File: src/rtl/cam_pkg.sv
// Shared types and constants for the camera frame-capture writer.
package cam_pkg;

    // Capture FSM states; also exported on the debug state port.
    typedef enum logic [1:0] {
        IDLE       = 2'd0,
        WAIT_VSYNC = 2'd1,
        CAPTURE    = 2'd2,
        DONE       = 2'd3
    } cam_state_t;

    // RGB565 byte-lane layout: even address = {R[4:0], G[5:3]}, odd = {G[2:0], B[4:0]}.
    localparam int   RED_W            = 5;
    localparam int   GREEN_W          = 6;
    localparam int   BLUE_W           = 5;
    localparam int   GREEN_HI_W       = 3;
    localparam int   GREEN_LO_W       = 3;
    localparam logic HI_BYTE_ADDR_LSB = 1'b0;
    localparam logic LO_BYTE_ADDR_LSB = 1'b1;

    // Default frame size: 80 x 120 pixels, 2 bytes per pixel.
    localparam int FRAME_BYTES = 19200;

endpackage

File: src/rtl/cam_input_sync.sv
// Synchronizes the camera bus into the system clock domain and detects
// pclk rising edges and vsync edges. pclk, vsync, href and data all pass
// through the same number of stages so data/href line up with pclk_rise.
// SYNC_STAGES must be at least 2.
module cam_input_sync #(
    parameter int DATA_W      = 8,
    parameter int SYNC_STAGES = 2
) (
    input  logic              clk,
    input  logic              rst,
    input  logic              pclk,
    input  logic              vsync,
    input  logic              href,
    input  logic [DATA_W-1:0] data,
    output logic              pclk_rise,
    output logic              vsync_rise,
    output logic              vsync_fall,
    output logic              href_s,
    output logic [DATA_W-1:0] data_s
);

    logic [SYNC_STAGES-1:0] pclk_sr;
    logic [SYNC_STAGES-1:0] vsync_sr;
    logic [SYNC_STAGES-1:0] href_sr;
    logic [DATA_W-1:0]      data_sr [SYNC_STAGES];
    logic                   pclk_prev;
    logic                   vsync_prev;

    // Synchronizer chains plus one history flop for the edge detectors.
    always_ff @(posedge clk) begin
        if (rst) begin
            pclk_sr    <= '0;
            vsync_sr   <= '0;
            href_sr    <= '0;
            pclk_prev  <= 1'b0;
            vsync_prev <= 1'b0;
            for (int i = 0; i < SYNC_STAGES; i++) begin
                data_sr[i] <= '0;
            end
        end else begin
            pclk_sr    <= {pclk_sr[SYNC_STAGES-2:0], pclk};
            vsync_sr   <= {vsync_sr[SYNC_STAGES-2:0], vsync};
            href_sr    <= {href_sr[SYNC_STAGES-2:0], href};
            pclk_prev  <= pclk_sr[SYNC_STAGES-1];
            vsync_prev <= vsync_sr[SYNC_STAGES-1];
            data_sr[0] <= data;
            for (int i = 1; i < SYNC_STAGES; i++) begin
                data_sr[i] <= data_sr[i-1];
            end
        end
    end

    // Edge decode on the last synchronized stage.
    always_comb begin
        pclk_rise  = pclk_sr[SYNC_STAGES-1] & ~pclk_prev;
        vsync_rise = vsync_sr[SYNC_STAGES-1] & ~vsync_prev;
        vsync_fall = ~vsync_sr[SYNC_STAGES-1] & vsync_prev;
        href_s     = href_sr[SYNC_STAGES-1];
        data_s     = data_sr[SYNC_STAGES-1];
    end

endmodule

File: src/rtl/camera_frame_capture.sv
// Writer side of the frame-buffer RAM: captures one camera frame per arm
// into consecutive byte addresses and pulses o_done when it is complete.
// RAM write port: o_ram_addr/o_ram_data are meaningful only in cycles with
// o_ram_we=1; the RAM accepts every write, so there is no back-pressure.
module camera_frame_capture
    import cam_pkg::*;
#(
    parameter int ADDR_W      = 15,
    parameter int DATA_W      = 8,
    parameter int SYNC_STAGES = 2
) (
    input  logic              i_clk,
    input  logic              i_rst,
    input  logic              i_enable,
    input  logic [ADDR_W-1:0] i_bytes_per_frame,
    input  logic              i_pclk,
    input  logic              i_vsync,
    input  logic              i_href,
    input  logic [DATA_W-1:0] i_data,
    output logic [ADDR_W-1:0] o_ram_addr,
    output logic [DATA_W-1:0] o_ram_data,
    output logic              o_ram_we,
    output logic              o_busy,
    output logic              o_done,
    output logic              o_short_frame,
    output logic [ADDR_W-1:0] o_byte_count,
    output cam_state_t        o_state
);

    cam_state_t        state_q, state_d;
    logic [ADDR_W-1:0] limit_q;
    logic [ADDR_W-1:0] addr_q;
    logic              pclk_rise, vsync_rise, vsync_fall, href_s;
    logic [DATA_W-1:0] data_s;
    logic              write_fire, last_byte, at_limit;
    logic              latch_limit, start_frame, set_short;

    cam_input_sync #(
        .DATA_W      (DATA_W),
        .SYNC_STAGES (SYNC_STAGES)
    ) u_sync (
        .clk        (i_clk),
        .rst        (i_rst),
        .pclk       (i_pclk),
        .vsync      (i_vsync),
        .href       (i_href),
        .data       (i_data),
        .pclk_rise  (pclk_rise),
        .vsync_rise (vsync_rise),
        .vsync_fall (vsync_fall),
        .href_s     (href_s),
        .data_s     (data_s)
    );

    // State register.
    always_ff @(posedge i_clk) begin
        if (i_rst) state_q <= IDLE;
        else       state_q <= state_d;
    end

    // Next-state logic; a final write coincident with vsync rise counts as a full frame.
    always_comb begin
        state_d = state_q;
        unique case (state_q)
            IDLE:       if (i_enable) state_d = WAIT_VSYNC;
            WAIT_VSYNC: begin
                if (!i_enable)       state_d = IDLE;
                else if (vsync_fall) state_d = CAPTURE;
            end
            CAPTURE: begin
                if (!i_enable)                           state_d = IDLE;
                else if (at_limit)                       state_d = DONE;
                else if (write_fire && last_byte)        state_d = DONE;
                else if (vsync_rise)                     state_d = DONE;
            end
            DONE:       state_d = i_enable ? WAIT_VSYNC : IDLE;
            default:    state_d = IDLE;
        endcase
    end

    // Output and datapath-control decode.
    always_comb begin
        at_limit     = (addr_q == limit_q);
        last_byte    = ((addr_q + ADDR_W'(1)) == limit_q);
        write_fire   = (state_q == CAPTURE) && pclk_rise && href_s && (addr_q < limit_q);
        latch_limit  = i_enable && ((state_q == IDLE) || (state_q == DONE));
        start_frame  = (state_q == WAIT_VSYNC) && i_enable && vsync_fall;
        set_short    = (state_q == CAPTURE) && i_enable && !at_limit && vsync_rise
                       && !(write_fire && last_byte);
        o_busy       = (state_q == WAIT_VSYNC) || (state_q == CAPTURE);
        o_done       = (state_q == DONE);
        o_byte_count = addr_q;
        o_state      = state_q;
    end

    // Address/count, latched limit, RAM write port and short-frame flag.
    always_ff @(posedge i_clk) begin
        if (i_rst) begin
            limit_q       <= '0;
            addr_q        <= '0;
            o_ram_we      <= 1'b0;
            o_ram_addr    <= '0;
            o_ram_data    <= '0;
            o_short_frame <= 1'b0;
        end else begin
            o_ram_we <= write_fire;
            if (latch_limit) limit_q <= i_bytes_per_frame;
            if (start_frame) begin
                addr_q        <= '0;
                o_short_frame <= 1'b0;
            end else if (write_fire) begin
                addr_q     <= addr_q + ADDR_W'(1);
                o_ram_addr <= addr_q;
                o_ram_data <= data_s;
            end
            if (set_short) o_short_frame <= 1'b1;
        end
    end

endmodule
File: config.mk
export PLATFORM = sky130hd
export DESIGN_NAME = camera_frame_capture
export DESIGN_NICKNAME = d
export VERILOG_FILES = /design/src/rtl/cam_pkg.sv /design/src/rtl/cam_input_sync.sv /design/src/rtl/camera_frame_capture.sv
export SDC_FILE = /design/constraint.sdc
export NUM_CORES = 1
export LEC_CHECK = 0
export BUFFER_PORTS_ARGS = -buffer_cell sky130_fd_sc_hd__buf_4
export CORE_AREA = 8 8 90 92
export DETAILED_ROUTE_END_ITERATION = 16
export DIE_AREA = 0 0 98 100
export PLACE_DENSITY = 0.84
export SLEW_MARGIN = 15
export SYNTH_ARGS = -nofsm -noshare
export SYNTH_HDL_FRONTEND = slang
export SYNTH_SLANG_ARGS = --single-unit
File: constraint.sdc
create_clock -name i_clk -period 5.85 [get_ports i_clk]
set_input_delay 1.17 -clock i_clk [delete_from_list [all_inputs] [get_ports i_clk]]
set_output_delay 1.17 -clock i_clk [all_outputs]
set_load 0.03 [all_outputs]
Yosys cells after proc, flatten, opt, wreduce, memory -nomap -nowiden
Memory sizes are Yosys's and may differ from the RTL's. A register that Yosys moved wholly into a read port is not among the register bits.
Cells that the tools add are included.
{"block": "op_classes", "addsub": 1, "n_bitwise": 9, "reduce_logical": 20, "shift": 0, "mux": 16, "multipliers": 0, "magnitude_cmp": 1, "div_mod_pow": 0, "eq_ne": 8}
{"op": "== test 15 bit", "n": 2}
{"op": "2-to-1 mux 8 bit", "n": 2}
{"op": "adder 15 x 1 -> 15 bit, second input constant", "n": 1}
{"op": "< comparator 15 bit", "n": 1}
{"op": "2-to-1 mux 2 bit", "n": 7}
{"op": "logical AND 1 bit", "n": 11}
{"op": "case mux 2 bit (4 select lines)", "n": 1}
{"op": "2-to-1 mux 1 bit", "n": 6}
{"op": "inequality test 5 x 4 -> 1 bit, second input constant", "n": 1}
{"op": "== test 2 bit, second input constant", "n": 2}
{"op": "NOT 1 bit", "n": 4}
{"op": "bitwise AND 1 bit", "n": 3}
{"op": "inequality test 3 bit, second input constant", "n": 1}
{"op": "AND reduction 3 bit", "n": 1}
{"op": "== test 2 x 1 -> 1 bit, second input constant", "n": 1}
{"op": "logical NOT 1 bit", "n": 2}
{"op": "logical NOT 2 bit", "n": 1}
{"op": "logical OR 1 bit", "n": 2}
{"op": "inequality test 2 bit, second input constant", "n": 1}
{"op": "bitwise OR 1 bit", "n": 2}
{"op": "AND reduction 2 bit", "n": 1}
{"op": "nonzero test 2 bit", "n": 1}
{"op": "OR reduction 2 bit", "n": 1}
{"block": "word_totals", "mem_bits_ro": 0, "n_memories": 1, "output_inout_bits": 44, "inputBits": 29, "latch_bits": 0, "register_bits": 57, "word_cells": 67, "ramBits": 16}
{"name": "u_sync.data_sr", "depth": 2, "word_bits": 8, "rd": 2, "rd_ports_with_merged_regs": 1, "wr": 2, "line_no": "cam_input_sync.sv:25", "text": "logic [DATA_W-1:0] data_sr [SYNC_STAGES];"}

Depth between registers and ports, before layout
Gate-level depths: netlist of run 1.
{"block": "logic_depth", "ltp_word": 10, "mapped_depth": 10, "mapped_depth_nobuf": 9}

By module
A second synthesis of run 1 with hierarchy kept.
{"block": "hier_totals", "hier_cells": 464, "area_unflattened_um2": 3980.1}
{"module": "camera_frame_capture", "area_each_um2": 3208.1, "cells_each": 403, "seq_area_each_um2": 1141.1, "instances": 1}
{"module": "cam_input_sync", "area_each_um2": 772.0, "cells_each": 61, "seq_area_each_um2": 480.5, "instances": 1}

Worst setup path before layout of run 1
OpenSTA, ideal clock, no wires.
{"block": "synth_timing", "kind": "register to register", "start": "register addr_q[0] (netlist: o_byte_count[0])", "end": "register state_q[0] (netlist: o_state[0])", "stages_incl_launch_ff": 10, "required_ps": 5717, "setup_time_ps": 133, "n_path_buf": 1, "slack_ps": 3103, "synth_period_minus_slack_ps": 2747, "arrival_ps": 2614, "cell_sequence": "dfxtp_1 -> ha_1 -> and3_1 -> buf_6 -> a21oi_1 -> or3b_1 -> or4_4 -> a2111oi_4 -> o211a_1 -> a211oi_2"}
{"block": "synth_via", "elab_chain_len": 7, "elab_cells_between_ends": 12, "cone_classes": "add/sub: 1; order compare: 1; eq/ne: 3; mux: 4; reduce/logical: 3"}
{"item": "start: declaration", "line_no": "camera_frame_capture.sv:32", "text": "logic [ADDR_W-1:0] addr_q;"}
{"item": "start signal: assignment", "line_no": "camera_frame_capture.sv:112", "text": "addr_q <= addr_q + ADDR_W'(1);"}
{"item": "adder 15 x 1 -> 15 bit or < comparator 15 bit (tied branches)", "line_no": "camera_frame_capture.sv:84, camera_frame_capture.sv:85"}
{"item": "== test 15 bit or logical AND 1 bit (tied branches)", "line_no": "camera_frame_capture.sv:84, camera_frame_capture.sv:85"}
{"item": "logical AND 1 bit", "line_no": "camera_frame_capture.sv:73", "text": "else if (write_fire && last_byte) state_d = DONE;"}
{"item": "2-to-1 mux 2 bit", "line_no": "camera_frame_capture.sv:73"}
{"item": "2-to-1 mux 2 bit", "line_no": "camera_frame_capture.sv:72", "text": "else if (at_limit) state_d = DONE;"}
{"item": "2-to-1 mux 2 bit", "line_no": "camera_frame_capture.sv:71", "text": "if (!i_enable) state_d = IDLE;"}
{"item": "case mux 2 bit (4 select lines)", "line_no": "camera_frame_capture.sv:64", "text": "unique case (state_q)"}
{"item": "end signal: assignment", "line_no": "camera_frame_capture.sv:58", "text": "else state_q <= state_d;"}
{"item": "end: declaration", "line_no": "camera_frame_capture.sv:30", "text": "cam_state_t state_q, state_d;"}
Parallel ways exist; a longest one is shown, timed or not.
A chain may end at the register's enable or synchronous reset.

Final worst setup path of run 1
{"block": "layout_timing", "start": "register addr_q[4] (netlist: o_byte_count[4])", "end": "register o_ram_data[2] (read register of u_sync.data_sr)"}
{"block": "layout_via", "elab_chain_len": 3}
{"item": "< comparator 15 bit", "line_no": "camera_frame_capture.sv:85", "text": "write_fire = (state_q == CAPTURE) && pclk_rise && href_s && (addr_q < limit_q);"}
{"item": "logical AND 1 bit", "line_no": "camera_frame_capture.sv:85"}
{"item": "AND reduction 2 bit (no line)"}
{"item": "end: declaration", "line_no": "camera_frame_capture.sv:21", "text": "output logic [DATA_W-1:0] o_ram_data,"}
No other way between the ends.

==> impl_metrics.toml, run 1 <==
[cells_and_area]
nets = 551
area_growth_pct = 19.0
drive_above_1_share = 0.209
finalInstanceArea_um2 = 4630
num_antenna_cells = 0

[synthesis]
synthArstFlopShare = 0
synth.distinct_cells = 60
synthFlopType = "dfxtp_1"
synth_edf_count = 0
syn_nets = 494
synth_seq_cells = 81
synth_area_um2 = 3890
syn_area_per_cell_um2 = 8.76
ys_seq_area_frac = 0.417
ys_warn_count = 0
synth_cells = 444

[grt]
grt_pass1_vias = 3304
grt_antenna_before_repair = 0
grt_max_degree = 68
grt_pass1_wl_mm = 15.9
overflow = 0
grt_usage = 0.200

[sta]
final-max-slew-violation-count = 0
rsz0062_at_grt = "no"
setup_viol_count_final = 0
hold_viol = 0
fin_crit_sh = 0.505
min_period_ps = 2960
max_slew_margin = 0.294
fin_skew_ps = 10.2
worst_pin_slew_ps = 1060
holdWs_ps = 442
clock.fmax_ghz = 0.338
setup_tns_ps = 0

[power]
p_leak_nw = 1.98
comb_power_share = 0.096
clkPwrFrac = 0.426
p_sw_uw = 304
p_int_uw = 910
seq_power_share = 0.479
sw_frac_of_total = 0.250
p_per_area_nw_per_um2 = 262
ir_drop_mv = 0.164

[detailed_routing]
drt_iter0_markers = 151
drtAntennaViolNets = 0
drt_wl_total_mm = 9.52
wl_per_cell_um = 16.2
drtPass1Iterations = 4
vias = 3254
viasPerCell = 5.55
drc = 0

[critical_path]
crit_type = "flop to flop"
crit_arrival_ps = 3180
worstRegToRegCells = 8
crit_path_max_fanout = 23
worst_setup_path_start_kind = "flop"
required_ps = 6080
cp-end-kind = "flop"
cp_cell_sequence = "ha_1 > a211oi_1 > nor2_1 > o31ai_1 > and2_1 > nand2_1 > mux2i_1 > nor2_1"
cp_common_cell = "nor2_1"
slowest_delay_ps = 600
slowest_stage = "dfxtp_1"

[clock_network]
cts_buffers = 9
post_cts_resize_count = 0
clk_path_buf_depth = 2
cts-root-buf = "clkbuf_8"
clkSlewWorstSetupHoldPaths_ps = 90
cts_tree = "built"
clock_latency_ps = 360
cts_setup_buffers = 0
cts-hold-fix-buffers = 0
cts_sinks = 81
htree_levels = 3

[die]
die_x_um = 98
num_rows = 30
die_area_um2 = 9800
core_region_area_um2 = 6640
ios = 73
die_h_um = 100
start_util = 0.586

[placed_design]
port_buffers = 72
dpl.hpwl_mm = 6.93
gp_congestion = 0.884
place_area_um2 = 4380

[run]
drv_cap = 0

[min_path]
hold_path_class = "flop to flop"
min_delay_path_depth = 1

[status]
status = "complete, no violations"
worst paths after layout:
| check | from | end | slack, ps |
|---|---|---|---|
| max | o_byte_count[4]$_SDFFE_PP0P_ | o_ram_data[2]$_SDFFE_PP0P_ | 2890 |
| min | u_sync.data_sr[0][4]$_SDFF_PP0_ | u_sync.data_sr[1][4]$_SDFF_PP0_ | 440 |
| max reg2reg | o_byte_count[4]$_SDFFE_PP0P_ | o_ram_data[2]$_SDFFE_PP0P_ | 2890 |
| min reg2reg | u_sync.data_sr[0][4]$_SDFF_PP0_ | u_sync.data_sr[1][4]$_SDFF_PP0_ | 440 |
registers in the layout (all words and copies together), names as in the netlist:
register,cells
u_sync.data_sr,16
limit_q,15
o_byte_count,15
o_ram_addr,15
o_ram_data,8
o_state,2
u_sync.href_sr,2
u_sync.pclk_sr,2
u_sync.vsync_sr,2
o_ram_we,1
o_short_frame,1
u_sync.pclk_prev,1
u_sync.vsync_prev,1
kinds of logic (layout without fill, tap and decap cells):
group,Yosys count,in the layout,synth area share
DFF,81,81,0.417
AOI/OAI and AO/OA,69,69,0.114
muxes,11,11,0.0286
buffers and inverters,50,112,0.0653
and+or+nand+nor,183,183,0.241
adders and majority gates,21,21,0.0675
xor gates and xnor gates,29,29,0.0672
placed cells by master (no fill, tap or decap), drive strengths merged, types with 10 or more instances in the layout:
| master | count |
|---|---|
| a21oi | 39 |
| buf | 74 |
| dfxtp | 81 |
| ha | 21 |
| inv | 25 |
| mux2i | 10 |
| nand2 | 58 |
| nand3 | 23 |
| nand4 | 13 |
| nor2 | 30 |
| nor2b | 30 |
| xnor2 | 13 |
| xor2 | 16 |
critical path: cells and delay by family, from the launching register on:
family	cells	cell delay, ps
adders and majority gates	1	320
DFF	1	600
AOI/OAI and AO/OA	2	590
and+or+nand+nor	4	910
muxes	1	390
routing by layer:
metal,vias to the layer above,global-route usage,part of all wire
li1,1619,-,-
met1,1525,0.233,0.43
met2,97,0.343,0.49
met3,13,0.0588,0.066
met4,0,0.0659,0.015
met5,-,0,0
through the flow:
stage	std cells	worst slack, ps	power (mW)	utilization
global route	586	2620	1.26	0.697
CTS	586	2880	1.22	0.697
finish	586	2890	1.21	0.697
detailed placement	570	2930	0.709	0.659
global placement	570	2940	0.705	0.659
floorplan	444	3100	0.671	-
power groups by stage:
stage / clock (mW) / combinational [mW] / sequential (mW)
finish: 0.516 / 0.116 / 0.581
global route: 0.543 / 0.131 / 0.583
CTS: 0.523 / 0.116 / 0.581
detailed placement: 0 / 0.115 / 0.594
global placement: 0 / 0.112 / 0.592
floorplan: 0 / 0.0795 / 0.591
cell usage after synthesis (3+ instances only):
master	instances	share of area
a21oi_1	39	0.050
and4_1	3	0.0068
buf_2	3	0.0039
buf_6	6	0.017
clkbuf_1	15	0.014
dfxtp_1	81	0.42
ha_1	21	0.068
inv_1	22	0.021
mux2i_1	10	0.026
nand2_1	58	0.056
nand3_1	22	0.028
nand4_1	12	0.019
nor2_1	30	0.029
nor2b_1	30	0.048
nor3_1	4	0.0051
o21ai_0	6	0.0077
o31ai_1	3	0.0058
xnor2_1	13	0.029
xor2_1	15	0.034
area by class of cell:
class,instances,area (µm²)
clock buffers,9,124
clock inverters,7,133
fillers,530,2010
inverters,22,82.6
multi-input cells,313,2020
flip-flops and latches,81,1620
well taps,80,100
repair buffers,74,556
Note: power is estimated with default switching activity, not from simulation.
==> run 2: changes to the inputs <==
--- a/config.mk
+++ b/config.mk
@@ -5,11 +5,12 @@
 export SDC_FILE = /design/constraint.sdc
 export NUM_CORES = 1
 export LEC_CHECK = 0
+export ABC_AREA = 1
 export BUFFER_PORTS_ARGS = -buffer_cell sky130_fd_sc_hd__buf_4
-export CORE_AREA = 8 8 90 92
+export CORE_AREA = 8 8 93 95
 export DETAILED_ROUTE_END_ITERATION = 16
-export DIE_AREA = 0 0 98 100
-export PLACE_DENSITY = 0.84
+export DIE_AREA = 0 0 101 103
+export PLACE_DENSITY = 0.77
 export SLEW_MARGIN = 15
 export SYNTH_ARGS = -nofsm -noshare
 export SYNTH_HDL_FRONTEND = slang
==> constraint.sdc (replaced) <==
create_clock -name i_clk -period 2.79 [get_ports i_clk]
set_input_delay 0.558 -clock i_clk [delete_from_list [all_inputs] [get_ports i_clk]]
set_output_delay 0.558 -clock i_clk [all_outputs]
set_load 0.03 [all_outputs]
==> run 2 against run 1 <==
  * Critical path depth is 4 higher
  * Synthesized area is 1.9% lower
  * Cell count is 23% higher
  * Final area is 0.51% higher
  * Synthesized cell count is 23% higher
  * Global-route usage is 0.13 points lower
  * Clock power is 57% higher
  * Power is 140% higher
  * Critical path type unchanged
  * Largest power group unchanged
==> impl_metrics.toml, run 2 <==
[cells_and_area]
nets = 668
final_cell_mix = "nand2_1, buf_4, dfxtp_1"
postLayoutCoreUtil = 0.652
drive_above_1_share = 0.181
num_antenna_cells = 0
layout_commonest_cell = "nand2_1"
finalInstanceArea_um2 = 4660
largest_reg_flops = 16
area_growth_pct = 22.0
largest-register = "u_sync.data_sr"

[synthesis]
netlist.area_leader.share = 0.425
synth_cells = 545
synth_xor_area_frac = 0
ys_warn_count = 0
synth_top_family_by_area = "simple AND/OR/NAND/NOR gates"
synthSimpleGateAreaFrac = 0.269
synthMuxAreaShare = 0
synth_common_cells = "nand2_1, dfxtp_1, inv_1"
synth_edf_count = 0
synth_compound_area_frac = 0.137
synth_area_um2 = 3820
yosysMostFrequentCell = "nand2_1"
syn_area_per_cell_um2 = 7.00
synthArstFlopShare = 0
yosysTopAreaCell = "dfxtp_1"
syn_nets = 595
synth_seq_cells = 81
ys_seq_area_frac = 0.425
synthFlopType = "dfxtp_1"
yosys-top-cells-area = "dfxtp_1, nand2_1, inv_1"
synth_fa_ha_area_frac = 0.0688
synth.distinct_cells = 25

[power]
ir_drop_mv = 0.376
p_leak_nw = 2.26
clkPwrFrac = 0.278
sw_frac_of_total = 0.357
p_sw_mw = 1.04
seq_power_share = 0.457
p_int_mw = 1.87
p_per_area_nw_per_um2 = 626
comb_power_share = 0.265

[grt]
grt_usage = 0.199
grt_pass1_vias = 3572
overflow = 0
grt_max_degree = 30
grt_antenna_before_repair = 0
grt_pass1_wl_mm = 16.3

[sta]
worst_pin_slew_ps = 885
setup_tns_ps = 0
final-max-slew-violation-count = 0
setup_viol_count_final = 0
worst_slack_ps = 333
rsz0062_at_grt = "no"
max_slew_margin = 0.409
fin_skew_ps = 7.41
fin_crit_sh = 0.881
min_period_ps = 2460
hold_viol = 0
clock.fmax_ghz = 0.407

[detailed_routing]
wl_per_cell_um = 13.7
viasPerCell = 5.05
drtPass1Iterations = 5
drc = 0
vias = 3643
drtAntennaViolNets = 0
drt_iter0_markers = 180
drt_wl_total_mm = 9.89

[critical_path]
cp-end-kind = "flop"
required_ps = 3040
worst_setup_path_start_kind = "flop"
crit_arrival_ps = 2710
worstRegToRegCells = 12
crit_path_max_fanout = 21
crit_type = "flop to flop"

[placed_design]
dpl.hpwl_mm = 7.50
port_buffers = 72
dp_slack_ps = 360
gp_congestion = 0.941
place_area_um2 = 4470

[die]
die_h_um = 103
ios = 73
core_region_area_um2 = 7140
start_util = 0.535
die_area_um2 = 10400
num_rows = 31
die_x_um = 101

[clock_network]
clkSlewWorstSetupHoldPaths_ps = 90
cts_buffers = 9
htree_levels = 3
post_cts_resize_count = 0
clock_latency_ps = 360
cts_setup_buffers = 0
clk_path_buf_depth = 2
cts-root-buf = "clkbuf_8"
cts_sinks = 81
cts_tree = "built"
cts-hold-fix-buffers = 0

[min_path]
hold_path_class = "input pin to flop"
min_delay_path_depth = 3

[run]
drv_cap = 0

[status]
status = "complete, no violations"
## run 2: stage by stage
stage	instances	hold slack, ps	power [mW]
floorplan	545	388	1.90
global placement	706	389	2.10
detailed placement	706	395	2.12
CTS	722	387	2.92
global route	722	396	3.10
finish	722	395	2.91
## run 2: worst max-delay path: stages, from the launching register on
cell	delay, ps
dfxtp_1	490
ha_1	300
nand2_1	90
inv_1	40
a21oi_1	150
nand2_1	80
nand2_1	50
nand3_1	310
nor2_2	220
buf_4	240
inv_1	170
nor2_1	140
nor2_1	60
## run 2: cell type report
cell class	instances	area (µm²)
repair buffers	81	608
clock buffers	9	124
multi-input cells	365	1820
well taps	99	124
clock inverters	7	61.3
fillers	659	2480
flip-flops and latches	81	1620
inverters	80	300
## run 2: power groups by stage
stage / combinational (mW) / sequential [mW] / clock, mW
final: 0.772 / 1.33 / 0.811
after global routing: 0.881 / 1.34 / 0.879
after CTS: 0.772 / 1.33 / 0.818
after detailed placement: 0.770 / 1.35 / 0
after global placement: 0.746 / 1.35 / 0
after floorplan: 0.528 / 1.37 / 0
## run 2: cells by family (layout without fill, tap and decap cells)
| kind of cell | count (synthesis) | after routing |
|---|---|---|
| AND/OR/NAND/NOR | 240 | 240 |
| flip-flops | 81 | 81 |
| adder cells (fa/ha/maj) | 21 | 21 |
| AO/OA/AOI/OAI | 104 | 104 |
| buffers and inverters | 99 | 177 |
## run 2: per-layer routing
metal  global-route usage  wire, µm  vias up
met2                0.335      4580      113
met5                    0         0        -
li1                     -         -     1866
met4               0.0928       228        0
met3               0.0554       741       21
met1                0.229      4350     1643
## run 2: final timing paths
| check | from | endpoint | slack [ps] |
|---|---|---|---|
| worst max register to register | o_byte_count[6]$_SDFFE_PP0P_ | o_ram_data[3]$_SDFFE_PP0P_ | 330 |
| worst min-delay path | i_data[7] | u_sync.data_sr[0][7]$_SDFF_PP0_ | 400 |
| worst max-delay path | o_byte_count[6]$_SDFFE_PP0P_ | o_ram_data[3]$_SDFFE_PP0P_ | 330 |
| worst min register to register | u_sync.vsync_sr[0]$_SDFF_PP0_ | u_sync.vsync_sr[1]$_SDFF_PP0_ | 410 |
